File: config.mk
export PLATFORM = sky130hd
export DESIGN_NAME = compare_channel_scheduler
export DESIGN_NICKNAME = d
export VERILOG_FILES = /design/src/rtl/compare_channel_scheduler.sv
export SDC_FILE = /design/constraint.sdc
export NUM_CORES = 1
export LEC_CHECK = 0
export BUFFER_PORTS_ARGS = -buffer_cell sky130_fd_sc_hd__buf_2
export CAP_MARGIN = 40
export CORE_AREA = 5 5 268 270
export CTS_BUF_LIST = sky130_fd_sc_hd__clkbuf_16
export CTS_CLUSTER_DIAMETER = 80
export CTS_CLUSTER_SIZE = 20
export DETAILED_ROUTE_END_ITERATION = 12
export DIE_AREA = 0 0 273 275
export GPL_ROUTABILITY_DRIVEN = 0
export PLACE_DENSITY = 0.57
export SETUP_SLACK_MARGIN = 0.2
export SLEW_MARGIN = 40
export SYNTH_ARGS = -nofsm -noshare
export SYNTH_HDL_FRONTEND = slang
export SYNTH_SLANG_ARGS = --single-unit
File: constraint.sdc
create_clock -name clk_i -period 2.33 [get_ports clk_i]
set_input_delay 0.3495 -clock clk_i [delete_from_list [all_inputs] [get_ports clk_i]]
set_output_delay 0.3495 -clock clk_i [all_outputs]
set_load 0.005 [all_outputs]
File: src/rtl/compare_channel_scheduler.sv
// Round-robin angle-compare scheduler: one registered comparator time-shared across CHANNELS set/reset windows.
// Build option COMPARE_SHADOW_EN: threshold writes land in shadows copied to the live pair when a channel consumes pend.
module compare_channel_scheduler #(
    parameter int WIDTH    = 24,
    parameter int CHANNELS = 8,
    parameter int CH_W     = 3
) (
    input  logic                clk_i,
    input  logic                srst_i,
    input  logic                ena_i,
    input  logic [WIDTH-1:0]    angle_i,
    input  logic                cycle_start_i,
    input  logic [CHANNELS-1:0] arm_i,
    input  logic                cfg_we_i,
    input  logic [CH_W-1:0]     cfg_ch_i,
    input  logic                cfg_sel_i,
    input  logic [WIDTH-1:0]    cfg_data_i,
    output logic [CHANNELS-1:0] out_o,
    output logic [CHANNELS-1:0] cfg_err_o,
    output logic [CH_W-1:0]     scan_ch_o
);
    typedef enum logic [1:0] {IDLE, WAIT_SET, ACTIVE, DONE} state_e;
    localparam int STAGES = 1;

    logic [CH_W-1:0]                scan_q, s0_ch_q, s1_ch_q;
    logic [STAGES:0]                vld_pipe_q;
    logic [WIDTH-1:0]               s0_angle_q, s0_set_q, s0_rst_q;
    logic                           ge_set_q, ge_rst_q, valid_q;
    logic [CHANNELS-1:0][WIDTH-1:0] set_q, rst_q;
    logic [CHANNELS-1:0]            pend_q, out_q, err_q;
    state_e                         st_q [CHANNELS];
    state_e                         cur_st, st_d;
    logic                           s2_go, ch_arm, ch_pend, consume, wr_ok;

    assign s2_go = ena_i & vld_pipe_q[STAGES];
    assign wr_ok = cfg_we_i && (int'(cfg_ch_i) < CHANNELS);

    // Scanner plus S0/S1 stages
    always_ff @(posedge clk_i) begin
        if (srst_i) begin
            scan_q     <= '0;
            vld_pipe_q <= '0;
            s0_ch_q    <= '0;
            s0_angle_q <= '0;
            s0_set_q   <= '0;
            s0_rst_q   <= '0;
            s1_ch_q    <= '0;
            ge_set_q   <= 1'b0;
            ge_rst_q   <= 1'b0;
            valid_q    <= 1'b0;
        end else if (ena_i) begin
            scan_q     <= (scan_q == CH_W'(CHANNELS - 1)) ? '0 : scan_q + 1'b1;
            vld_pipe_q <= {vld_pipe_q[STAGES-1:0], 1'b1};
            s0_ch_q    <= scan_q;
            s0_angle_q <= angle_i;
            s0_set_q   <= set_q[scan_q];
            s0_rst_q   <= rst_q[scan_q];
            s1_ch_q    <= s0_ch_q;
            ge_set_q   <= s0_angle_q >= s0_set_q;
            ge_rst_q   <= s0_angle_q >= s0_rst_q;
            valid_q    <= s0_set_q < s0_rst_q;
        end
    end

    // S2 next-state for the channel currently leaving S1
    always_comb begin
        cur_st  = st_q[s1_ch_q];
        ch_arm  = arm_i[s1_ch_q];
        ch_pend = pend_q[s1_ch_q];
        st_d    = cur_st;
        consume = 1'b0;
        case (cur_st)
            IDLE: begin
                consume = 1'b1;
                if (ch_arm) st_d = WAIT_SET;
            end
            WAIT_SET: begin
                consume = 1'b1;
                if (!ch_arm)                                st_d = IDLE;
                else if (ge_set_q && !ge_rst_q && valid_q)  st_d = ACTIVE;
                else if (ge_rst_q && valid_q)               st_d = DONE;
            end
            ACTIVE: begin
                if (!ch_arm || ge_rst_q) st_d = DONE;
            end
            DONE: begin
                consume = 1'b1;
                if (ch_pend) st_d = ch_arm ? WAIT_SET : IDLE;
            end
            default: st_d = IDLE;
        endcase
    end

    always_ff @(posedge clk_i) begin
        if (srst_i) begin
            for (int i = 0; i < CHANNELS; i++) st_q[i] <= IDLE;
            out_q <= '0;
        end else if (s2_go) begin
            st_q[s1_ch_q]  <= st_d;
            out_q[s1_ch_q] <= (st_d == ACTIVE);
        end
    end

    // A fresh cycle_start beats a same-edge consume
    always_ff @(posedge clk_i) begin
        if (srst_i) begin
            pend_q <= '0;
        end else begin
            for (int i = 0; i < CHANNELS; i++) begin
                if (cycle_start_i)
                    pend_q[i] <= 1'b1;
                else if (s2_go && consume && (s1_ch_q == CH_W'(i)))
                    pend_q[i] <= 1'b0;
            end
        end
    end

`ifdef COMPARE_SHADOW_EN
    logic [CHANNELS-1:0][WIDTH-1:0] sh_set_q, sh_rst_q;
    logic                           copy;

    assign copy = ch_pend & (consume | (cur_st == ACTIVE && st_d == DONE));

    always_ff @(posedge clk_i) begin
        if (srst_i) begin
            sh_set_q <= '0;
            sh_rst_q <= '0;
            set_q    <= '0;
            rst_q    <= '0;
        end else begin
            if (wr_ok) begin
                if (cfg_sel_i) sh_rst_q[cfg_ch_i] <= cfg_data_i;
                else           sh_set_q[cfg_ch_i] <= cfg_data_i;
            end
            if (s2_go && copy) begin
                set_q[s1_ch_q] <= sh_set_q[s1_ch_q];
                rst_q[s1_ch_q] <= sh_rst_q[s1_ch_q];
            end
        end
    end
`else
    always_ff @(posedge clk_i) begin
        if (srst_i) begin
            set_q <= '0;
            rst_q <= '0;
        end else if (wr_ok) begin
            if (cfg_sel_i) rst_q[cfg_ch_i] <= cfg_data_i;
            else           set_q[cfg_ch_i] <= cfg_data_i;
        end
    end
`endif

    always_ff @(posedge clk_i) begin
        if (srst_i) begin
            err_q <= '0;
        end else if (ena_i) begin
            for (int i = 0; i < CHANNELS; i++) err_q[i] <= !(set_q[i] < rst_q[i]);
        end
    end

    assign out_o     = out_q;
    assign cfg_err_o = err_q;
    assign scan_ch_o = scan_q;
endmodule
==> impl_metrics.yaml, run 1 <==
cts:
  htree_levels: 2
  cts_tree: "yes"
  cts_root_buf: "clkbuf_16"
  cts_made_buffers: 35
  clockBufferDepth: 3
  clk_pin_slew_ns: 0.09
  cts_sinks: 513
  insertion_delay_ns: 0.59
sta:
  min_period_ns: 2.220
  setup_tns_ns: 0
  fin_skew_ns: 0.02849
  rsz0062_at_grt: "true"
  drv_slew: 0
  fin_ws_ns: 0.1105
  setup_violations: 0
  clock.fmax_mhz: 450.5
  tightest_slew_ns: 0.7959
  finalCritPeriodShare: 0.9526
  finalHoldViolations: 0
  slew_headroom: 0.4694
placed_design:
  io_buffer_count: 83
  place_inst: 4163
  dp_hpwl_um: 62750
  post-place-ws_ns: 0.06789
  placed_cell_area_sq_um: 29210
yosys:
  ys_seq_elements: 513
  yosys.area_share.simple: 0.1695
  synth_adder_area_share: 0.1176
  synthArstFlopShare: 0
  ys_types: 56
  synth_area_sq_um: 27340
  syn_nets: 3580
  synth_flop_cell: "dfxtp_1"
  syn_inst: 3258
  synth_top_family_by_area: "simple AND/OR/NAND/NOR gates"
  ys_warn_count: 0
  synth.yosys.seq_area_share: 0.3815
  synth_edf_count: 16
  synth_mux_area_frac: 0.1173
  synth-xor-area-share: 0
  synth_compound_area_frac: 0.1480
  syn_avg_cell_area_sq_um: 8.391
global_routing:
  track_usage: 0.2337
  grt_pass1_wl_um: 136700
  antenna_found_initial: 3
  grt_pass1_vias: 22350
  grt_max_degree: 103
  gr-total-overflow: 0
power_and_ir_drop:
  p_clk_frac: 0.368
  p_leak_uw: 0.01108
  netSwitchingPower_uw: 4960
  ir_worst_vdd_mv: 0.3717
  powerDensity_nw_per_um2: 583.4
  p_int_uw: 13070
  switching_share: 0.2752
  power.share.sequential: 0.510
  pwr-share-comb: 0.122
critical_path:
  worstPathMaxFanout: 6
  rrSetupSlack_ns: 0.11
  critPathArrivalTime_ns: 2.56
  critical_path_class: "reg -> reg"
  start_kind: "register"
  cp-end-kind: "register"
  required_ns: 2.67
route:
  wl_per_cell_um: 21.17
  ant_nets: 0
  num_vias: 23130
  drt_iter0_markers: 2426
  route.detailed.drc: 0
  firstDrtPassIters: 5
  vias_per_cell: 5.438
  wl_um: 90040
flow_run:
  maxCapViolCount: 0
cells_and_area:
  fillers: 6864
  utilization: 0.4458
  stdcell_count: 4254
  final_common_cell: "nand2_1"
  nets: 3613
  multiInputGateArea_sq_um: 15400
  design_area_sq_um: 30900
  layout-drive-gt1-share: 0.1307
  seq_area_sq_um: 10460
  final_cell_mix: "nand2_1, dfxtp_1, a21oi_1"
  syn_to_final_growth_pct: 13.02
die:
  rows: 97
  core_sq_um: 69300
  die-area_sq_um: 75080
  start_util: 0.3945
  dieHeight_um: 275
  die_w_um: 273
  pin_count: 84
min_path:
  min_path_type: "in -> reg"
outcome:
  status: "completed"
power by group through the flow:
stage          Clock (uW)  Sequential, uW  Combinational, uW
2_1_floorplan           0            9320               1340
3_3_place_gp            0            9400               2080
3_5_place_dp            0            9400               2090
4_1_cts              6770            9190               2140
5_1_grt              7080            9220               2400
6_report             6640            9190               2190
layer usage:
layer / share of wire / up-vias / GRT usage
li1: - / 11240 / -
met2: 0.45 / 725 / 0.3713
met4: 0.022 / 0 / 0.05721
met3: 0.073 / 109 / 0.04012
met1: 0.46 / 11050 / 0.3331
met5: 0 / - / 0
path summary, 6_finish.rpt:
path / from / to / cells after the start
worst min-delay path: angle_i[3] / s0_angle_q[3]$_SDFFE_PP0P_ / 3
worst max register to register: st_q[1][1]$_SDFFCE_PN0P_ / st_q[5][0]$_SDFFCE_PN0P_ / 7
worst min register to register: rst_q[29]$_SDFFE_PP0P_ / rst_q[29]$_SDFFE_PP0P_ / 2
worst max-delay path: st_q[1][1]$_SDFFCE_PN0P_ / st_q[5][0]$_SDFFCE_PN0P_ / 7
metrics by stage:
step | hold slack [ns] | power (uW)
global route | 0.03278 | 18690
finish | 0.02856 | 18030
floorplan | 0.4342 | 10660
global placement | 0.4452 | 11470
detailed placement | 0.4480 | 11490
CTS | 0.0009527 | 18110
final cells by class:
cell class,instances,area share
Multi-Input combinational cell,2272,0.4983
Sequential cell,513,0.3386
Timing Repair Buffer,219,0.05815
Tap cell,940,0.03807
Inverter,250,0.03037
Clock buffer,37,0.02997
Clock inverter,21,0.006398
Antenna cell,2,0.0001620
synth_stat cells (11+ instances only):
cell / number / area, sq um
mux2i_1: 84 / 840.8
nor2_1: 145 / 544.3
dfxtp_1: 497 / 9950
ha_1: 257 / 3216
a21oi_1: 447 / 2237
mux4_2: 104 / 2342
nand3_1: 17 / 85.08
o21a_1: 11 / 82.58
nand2b_1: 23 / 143.9
clkbuf_1: 192 / 720.7
buf_1: 16 / 60.06
nand2_1: 814 / 3055
a21o_1: 37 / 277.8
nand4_1: 58 / 362.9
edfxtp_1: 16 / 480.5
o21ai_0: 64 / 320.3
a211oi_1: 61 / 457.9
buf_2: 13 / 65.06
nor2b_1: 15 / 93.84
nor3_1: 33 / 165.2
o211ai_1: 16 / 120.1
inv_1: 250 / 938.4
cells by family after synthesis:
logic type / Yosys count
buffers and inverters: 473
AO/OA/AOI/OAI: 695
AND/OR/NAND/NOR: 1130
multiplexers: 190
flip-flops: 513
adder cells (fa/ha/maj): 257
repair_timing:
| action | in CTS | in global routing |
|---|---|---|
| hold buffers | 20 | 0 |
| resized for setup | 19 | 48 |
| buffers inserted | 7 | 4 |
| endpoints found under the hold margin | 20 | 0 |
| pin swaps | 15 | 18 |
| endpoints found under the setup margin | 27 | 34 |
worst max-delay path, cell delays in order (launching register included):
cell      delay (ns)
edfxtp_1        0.41
nand2b_1        0.16
mux4_2          0.46
o32a_1          0.21
or3b_4          0.41
o311ai_4        0.09
buf_6           0.18
nor3_1          0.06
flip-flops by register name (all words and copies together) (netlist names), 2 cells and up, named ones only:
name	flops
s0_rst_q	24
s1_ch_q	3
s0_ch_q	3
set_q	192
rst_q	192
scan_ch_o	3
s0_set_q	24
pend_q	8
out_o	8
st_q	16
cfg_err_o	8
vld_pipe_q	2
s0_angle_q	24
No activity file was read; power rests on OpenSTA's default activity.
==> run 2: changes to the inputs <==
--- a/config.mk
+++ b/config.mk
@@ -5,6 +5,7 @@
 export SDC_FILE = /design/constraint.sdc
 export NUM_CORES = 1
 export LEC_CHECK = 0
+export ABC_AREA = 1
 export BUFFER_PORTS_ARGS = -buffer_cell sky130_fd_sc_hd__buf_2
 export CAP_MARGIN = 40
 export CORE_AREA = 5 5 268 270
@@ -15,6 +16,7 @@
 export DIE_AREA = 0 0 273 275
 export GPL_ROUTABILITY_DRIVEN = 0
 export PLACE_DENSITY = 0.57
+export RECOVER_POWER = 50
 export SETUP_SLACK_MARGIN = 0.2
 export SLEW_MARGIN = 40
 export SYNTH_ARGS = -nofsm -noshare
==> impl_metrics.yaml, run 2 <==
yosys:
  synth_area_sq_um: 27340
  synthTopCellsByArea: "dfxtp_1, o21ai_0, ha_1"
  synth_top_area_share: 0.3639
  synthArstFlopShare: 0
  synth_edf_count: 16
  syn_avg_cell_area_sq_um: 7.150
  synth_top_family_by_area: "compound AO/OA/AOI/OAI gates"
  yosysMostFrequentCell: "o21ai_0"
  synth_flop_cell: "dfxtp_1"
  ys_types: 38
  synth.yosys.seq_area_share: 0.3815
  synth_area_leader_cell: "dfxtp_1"
  ys_top_cells_by_count: "o21ai_0, nor2_1, dfxtp_1, nand2_1, a21oi_1"
  synth_adder_area_share: 0.1176
  yosys.area_share.simple: 0.1717
  syn_inst: 3824
  ys_warn_count: 0
  synth-xor-area-share: 0
  synth_mux_area_frac: 0
  synth_compound_area_frac: 0.2371
  syn_nets: 4146
  ys_seq_elements: 513
sta:
  finalCritPeriodShare: 0.8482
  slew_headroom: -0.03275
  setup_tns_ns: 0
  fin_skew_ns: 0.01854
  fin_ws_ns: 0.3538
  holdWs_ns: 0.02570
  finalHoldViolations: 0
  tightest_slew_ns: 1.549
  setup_violations: 0
  clock.fmax_mhz: 506.0
  min_period_ns: 1.976
  rsz0062_at_grt: "false"
  drv_slew: 50
placed_design:
  dp_hpwl_um: 62980
  post-place-ws_ns: 0.3179
  placed_cell_area_sq_um: 28750
  io_buffer_count: 83
cells_and_area:
  final_common_cell: "o21ai_0"
  design_area_sq_um: 29980
  reg_top3: "rst_q (192), set_q (192)"
  layout-drive-gt1-share: 0.06534
  final_cell_mix: "o21ai_0, nor2_1, dfxtp_1"
  nets: 4115
  syn_to_final_growth_pct: 9.651
cts:
  clockBufferDepth: 3
  cts_root_buf: "clkbuf_16"
  insertion_delay_ns: 0.58
  cts_setup_buffers: 0
  cts_hold_buffers: 19
  cts_sinks: 513
  post_cts_resized: 0
  cts_tree: "yes"
  htree_levels: 2
  clk_pin_slew_ns: 0.08
  cts_made_buffers: 35
outcome:
  status: "finished with violations"
  violations: "capacitance limit, slew limit"
min_path:
  min_path_type: "in -> reg"
flow_run:
  maxCapViolCount: 2
power_and_ir_drop:
  powerDensity_nw_per_um2: 638.2
  p_leak_uw: 0.01287
  ir_worst_vdd_mv: 0.4630
die:
  rows: 97
  pin_count: 84
  core_sq_um: 69300
  die_w_um: 273
  die-area_sq_um: 75080
  dieHeight_um: 275
  start_util: 0.3946
critical_path:
  start_kind: "register"
  critical_path_class: "reg -> reg"
  required_ns: 2.80
  worstPathMaxFanout: 20
  critPathArrivalTime_ns: 2.45
  cp-end-kind: "register"
global_routing:
  antenna_found_initial: 7
  grt_max_degree: 81
  gr-total-overflow: 0
  grt_pass1_wl_um: 137500
  track_usage: 0.2314
  grt_pass1_vias: 23450
route:
  drt_iter0_markers: 1883
  wl_per_cell_um: 18.81
  wl_met3_um: 4591
  met1_length_um: 40290
  vias_per_cell: 5.237
  route.detailed.drc: 0
  top_layer: "met5"
  ant_nets: 0
  firstDrtPassIters: 6
  num_vias: 24910
  wl_um: 89440
  dr_wl_met2_um: 40420
run 2: changes by cell type after synthesis, sizes merged, moves of 37 or more:
cell,previous run,this run
o21ai,64,701
nor2,145,626
nand2,814,437
inv,250,391
mux4,104,0
mux2i,84,0
o22ai,0,72
a211oi,61,6
buf,31,71
nand3,17,56
a21o,37,0
nand4,58,21
run 2: cell type report:
cell class,instances,area (sq um)
tap,940,1176
timing repair buffer,174,1364
sequential,513,10440
inverter,393,1491
clock buffer,38,950.9
clock inverter,17,161.4
antenna,5,12.51
multi-input combinational,2676,14390
fill,7155,39320
run 2: logic make-up (layout without fill, tap and decap cells):
family,count (synthesis),in the layout
other,0,5
AND/OR/NAND/NOR,1174,1174
buffers and inverters,635,622
flip-flops,513,513
AO/OA/AOI/OAI,1245,1245
adder cells (fa/ha/maj),257,257
run 2: final timing paths:
kind	startpoint	to	slack, ns	cells after the start
hold reg to reg	s0_ch_q[0]$_SDFFE_PP0P_	s0_ch_q[0]$_SDFFE_PP0P_	0.46	2
setup reg to reg	scan_ch_o[0]$_SDFFE_PP0P_	s0_rst_q[0]$_SDFFE_PP0P_	0.35	7
hold / removal	angle_i[12]	s0_angle_q[12]$_SDFFE_PP0P_	0.03	3
setup / recovery	scan_ch_o[0]$_SDFFE_PP0P_	s0_rst_q[0]$_SDFFE_PP0P_	0.35	7
run 2: power breakdown:
group	internal (uW)	leakage, uW	switching, uW
clock network	3220	0.000560	3410
logic	1040	0.00811	2170
registers	9090	0.00420	197
run 2: per-layer routing:
| metal | track usage | vias to the layer above |
|---|---|---|
| met2 | 0.3827 | 606 |
| met3 | 0.02634 | 137 |
| met5 | 0 | - |
| met1 | 0.3079 | 11500 |
| li1 | - | 12660 |
| met4 | 0.09823 | 2 |
run 2: worst max-delay path, stage by stage, from the launching register on:
cell and delay, ns:
dfxtp_4 0.45, inv_4 0.15, buf_4 0.22, o21ai_0 0.50
a21oi_1 0.19, buf_4 0.18, o21ai_0 0.15, inv_1 0.05
run 2: stage by stage:
step           power [uW]  instances  utilization
2_1_floorplan       11470       3824            -
3_3_place_gp        12640       4677       0.4149
3_5_place_dp        12660       4677       0.4149
4_1_cts             19280       4751       0.4337
5_1_grt             19980       4751       0.4324
6_report            19130       4756       0.4326
==> run 3: changes to the inputs <==
--- a/config.mk
+++ b/config.mk
@@ -5,7 +5,7 @@
 export SDC_FILE = /design/constraint.sdc
 export NUM_CORES = 1
 export LEC_CHECK = 0
-export ABC_AREA = 1
+export ABC_AREA = 0
 export BUFFER_PORTS_ARGS = -buffer_cell sky130_fd_sc_hd__buf_2
 export CAP_MARGIN = 40
 export CORE_AREA = 5 5 268 270
@@ -15,7 +15,7 @@
 export DETAILED_ROUTE_END_ITERATION = 12
 export DIE_AREA = 0 0 273 275
 export GPL_ROUTABILITY_DRIVEN = 0
-export PLACE_DENSITY = 0.57
+export PLACE_DENSITY = 0.59
 export RECOVER_POWER = 50
 export SETUP_SLACK_MARGIN = 0.2
 export SLEW_MARGIN = 40
==> constraint.sdc (replaced) <==
create_clock -name clk_i -period 1.8 [get_ports clk_i]
set_input_delay 0.27 -clock clk_i [delete_from_list [all_inputs] [get_ports clk_i]]
set_output_delay 0.27 -clock clk_i [all_outputs]
set_load 0.005 [all_outputs]
==> impl_metrics.yaml, run 3 (synthesized netlist as in run 1, its figures left out) <==
global_routing:
  grt_pass1_vias: 23800
  grt_pass1_wl_um: 142600
  antenna_found_initial: 5
  gr-total-overflow: 0
  track_usage: 0.2423
  grt_max_degree: 99
power_and_ir_drop:
  p_leak_uw: 0.01305
  ir_worst_vdd_mv: 0.5113
  powerDensity_nw_per_um2: 682.9
  total_power_uw: 24000
cells_and_area:
  utilization: 0.5071
  seq_area_sq_um: 10540
  nets: 3934
  layout-drive-gt1-share: 0.2764
  fillers: 6429
  final_cell_mix: "nand2_1, a21oi_1, dfxtp_1"
  reg_top3: "rst_q (192), set_q (192)"
  final_common_cell: "nand2_1"
  multiInputGateArea_sq_um: 16740
  syn_to_final_growth_pct: 28.55
route:
  route.detailed.drc: 0
  drt_iter0_markers: 2095
  wl_um: 93380
  wl_per_cell_um: 20.41
  ant_nets: 0
  vias_per_cell: 5.375
  firstDrtPassIters: 5
  num_vias: 24590
sta:
  holdWs_ns: 0.04103
  clock.fmax_mhz: 455.3
  setup_violations: 84
  fin_skew_ns: 0.01273
  finalCritPeriodShare: 1.220
  finalHoldViolations: 0
  fin_ws_ns: -0.3961
  tightest_slew_ns: 0.9128
  rsz0062_at_grt: "true"
  min_period_ns: 2.196
  drv_slew: 0
  slew_headroom: 0.3915
critical_path:
  r2r_cells: 7
  worstPathMaxFanout: 4
  critical_path_class: "reg -> reg"
  start_kind: "register"
  critPathArrivalTime_ns: 2.52
  cp-end-kind: "register"
  required_ns: 2.13
cts:
  cts_sinks: 513
  clk_pin_slew_ns: 0.08
  clockBufferDepth: 3
  cts_tree: "yes"
  insertion_delay_ns: 0.58
  htree_levels: 2
  cts_made_buffers: 35
  cts_root_buf: "clkbuf_16"
die:
  die-area_sq_um: 75080
  core_sq_um: 69300
  die_w_um: 273
  pin_count: 84
  rows: 97
  start_util: 0.3945
  dieHeight_um: 275
min_path:
  hold_path_depth: 3
  min_path_type: "in -> reg"
flow_run:
  maxCapViolCount: 0
outcome:
  status: "finished with violations"
  violations: "setup timing"
placed_design:
  dp_hpwl_um: 64640
  io_buffer_count: 83
run 3: timing repair:
item,4_1_cts,5_1_grt
hold endpoints to repair,32,0
setup buffers,21,5
gates resized for setup,281,110
hold buffers,25,0
pin swaps,131,49
setup endpoints to repair,100,98
cloned,6,0
run 3: worst max-delay path, cell delays in order (launching register included):
cell      delay, ns
edfxtp_1       0.41
nand2b_4       0.15
mux4_2         0.47
o32a_1         0.21
or3b_4         0.41
o311ai_4       0.09
buf_6          0.17
nor3_2         0.04
run 3: path summary, 6_finish.rpt:
kind	from	to	slack [ns]
max reg2reg	st_q[3][1]$_SDFFCE_PN0P_	st_q[6][0]$_SDFFCE_PN0P_	-0.40
max	st_q[3][1]$_SDFFCE_PN0P_	st_q[6][0]$_SDFFCE_PN0P_	-0.40
min reg2reg	rst_q[122]$_SDFFE_PP0P_	rst_q[122]$_SDFFE_PP0P_	0.47
min	cycle_start_i	pend_q[4]$_SDFFE_PP0P_	0.04
run 3: final cells by class:
type / instances / area share
multi-input combinational: 2272 / 0.4765
sequential: 513 / 0.3000
timing repair buffer: 540 / 0.1317
tap: 940 / 0.03347
inverter: 250 / 0.02670
clock buffer: 37 / 0.02635
clock inverter: 21 / 0.005198
antenna: 2 / 0.0001424
run 3: where the power goes:
| part | switching (uW) | internal (uW) |
|---|---|---|
| Sequential | 237 | 11700 |
| Clock | 4450 | 4090 |
| Combinational | 1950 | 1620 |
run 3: per-layer routing:
metal,track usage,up-vias,part of all wire,wire length [um]
met3,0.03358,102,0.070,6530
met1,0.3437,11810,0.45,42040
li1,-,11890,-,-
met2,0.3953,792,0.46,42740
met4,0.05562,0,0.022,2062
met5,0,-,0,0
run 3: metrics by stage:
stage | setup TNS, ns | cells | cell area [sq um] | worst slack (ns)
final | -11.74 | 4575 | 35140 | -0.3961
after global routing | -17.13 | 4575 | 35140 | -0.4483
after CTS | -10.74 | 4568 | 34750 | -0.4052
after detailed placement | -13.34 | 4458 | 31760 | -0.5667
after global placement | -11.40 | 4458 | 31760 | -0.7219
after floorplan | -5.257 | 3258 | 27550 | -0.2838
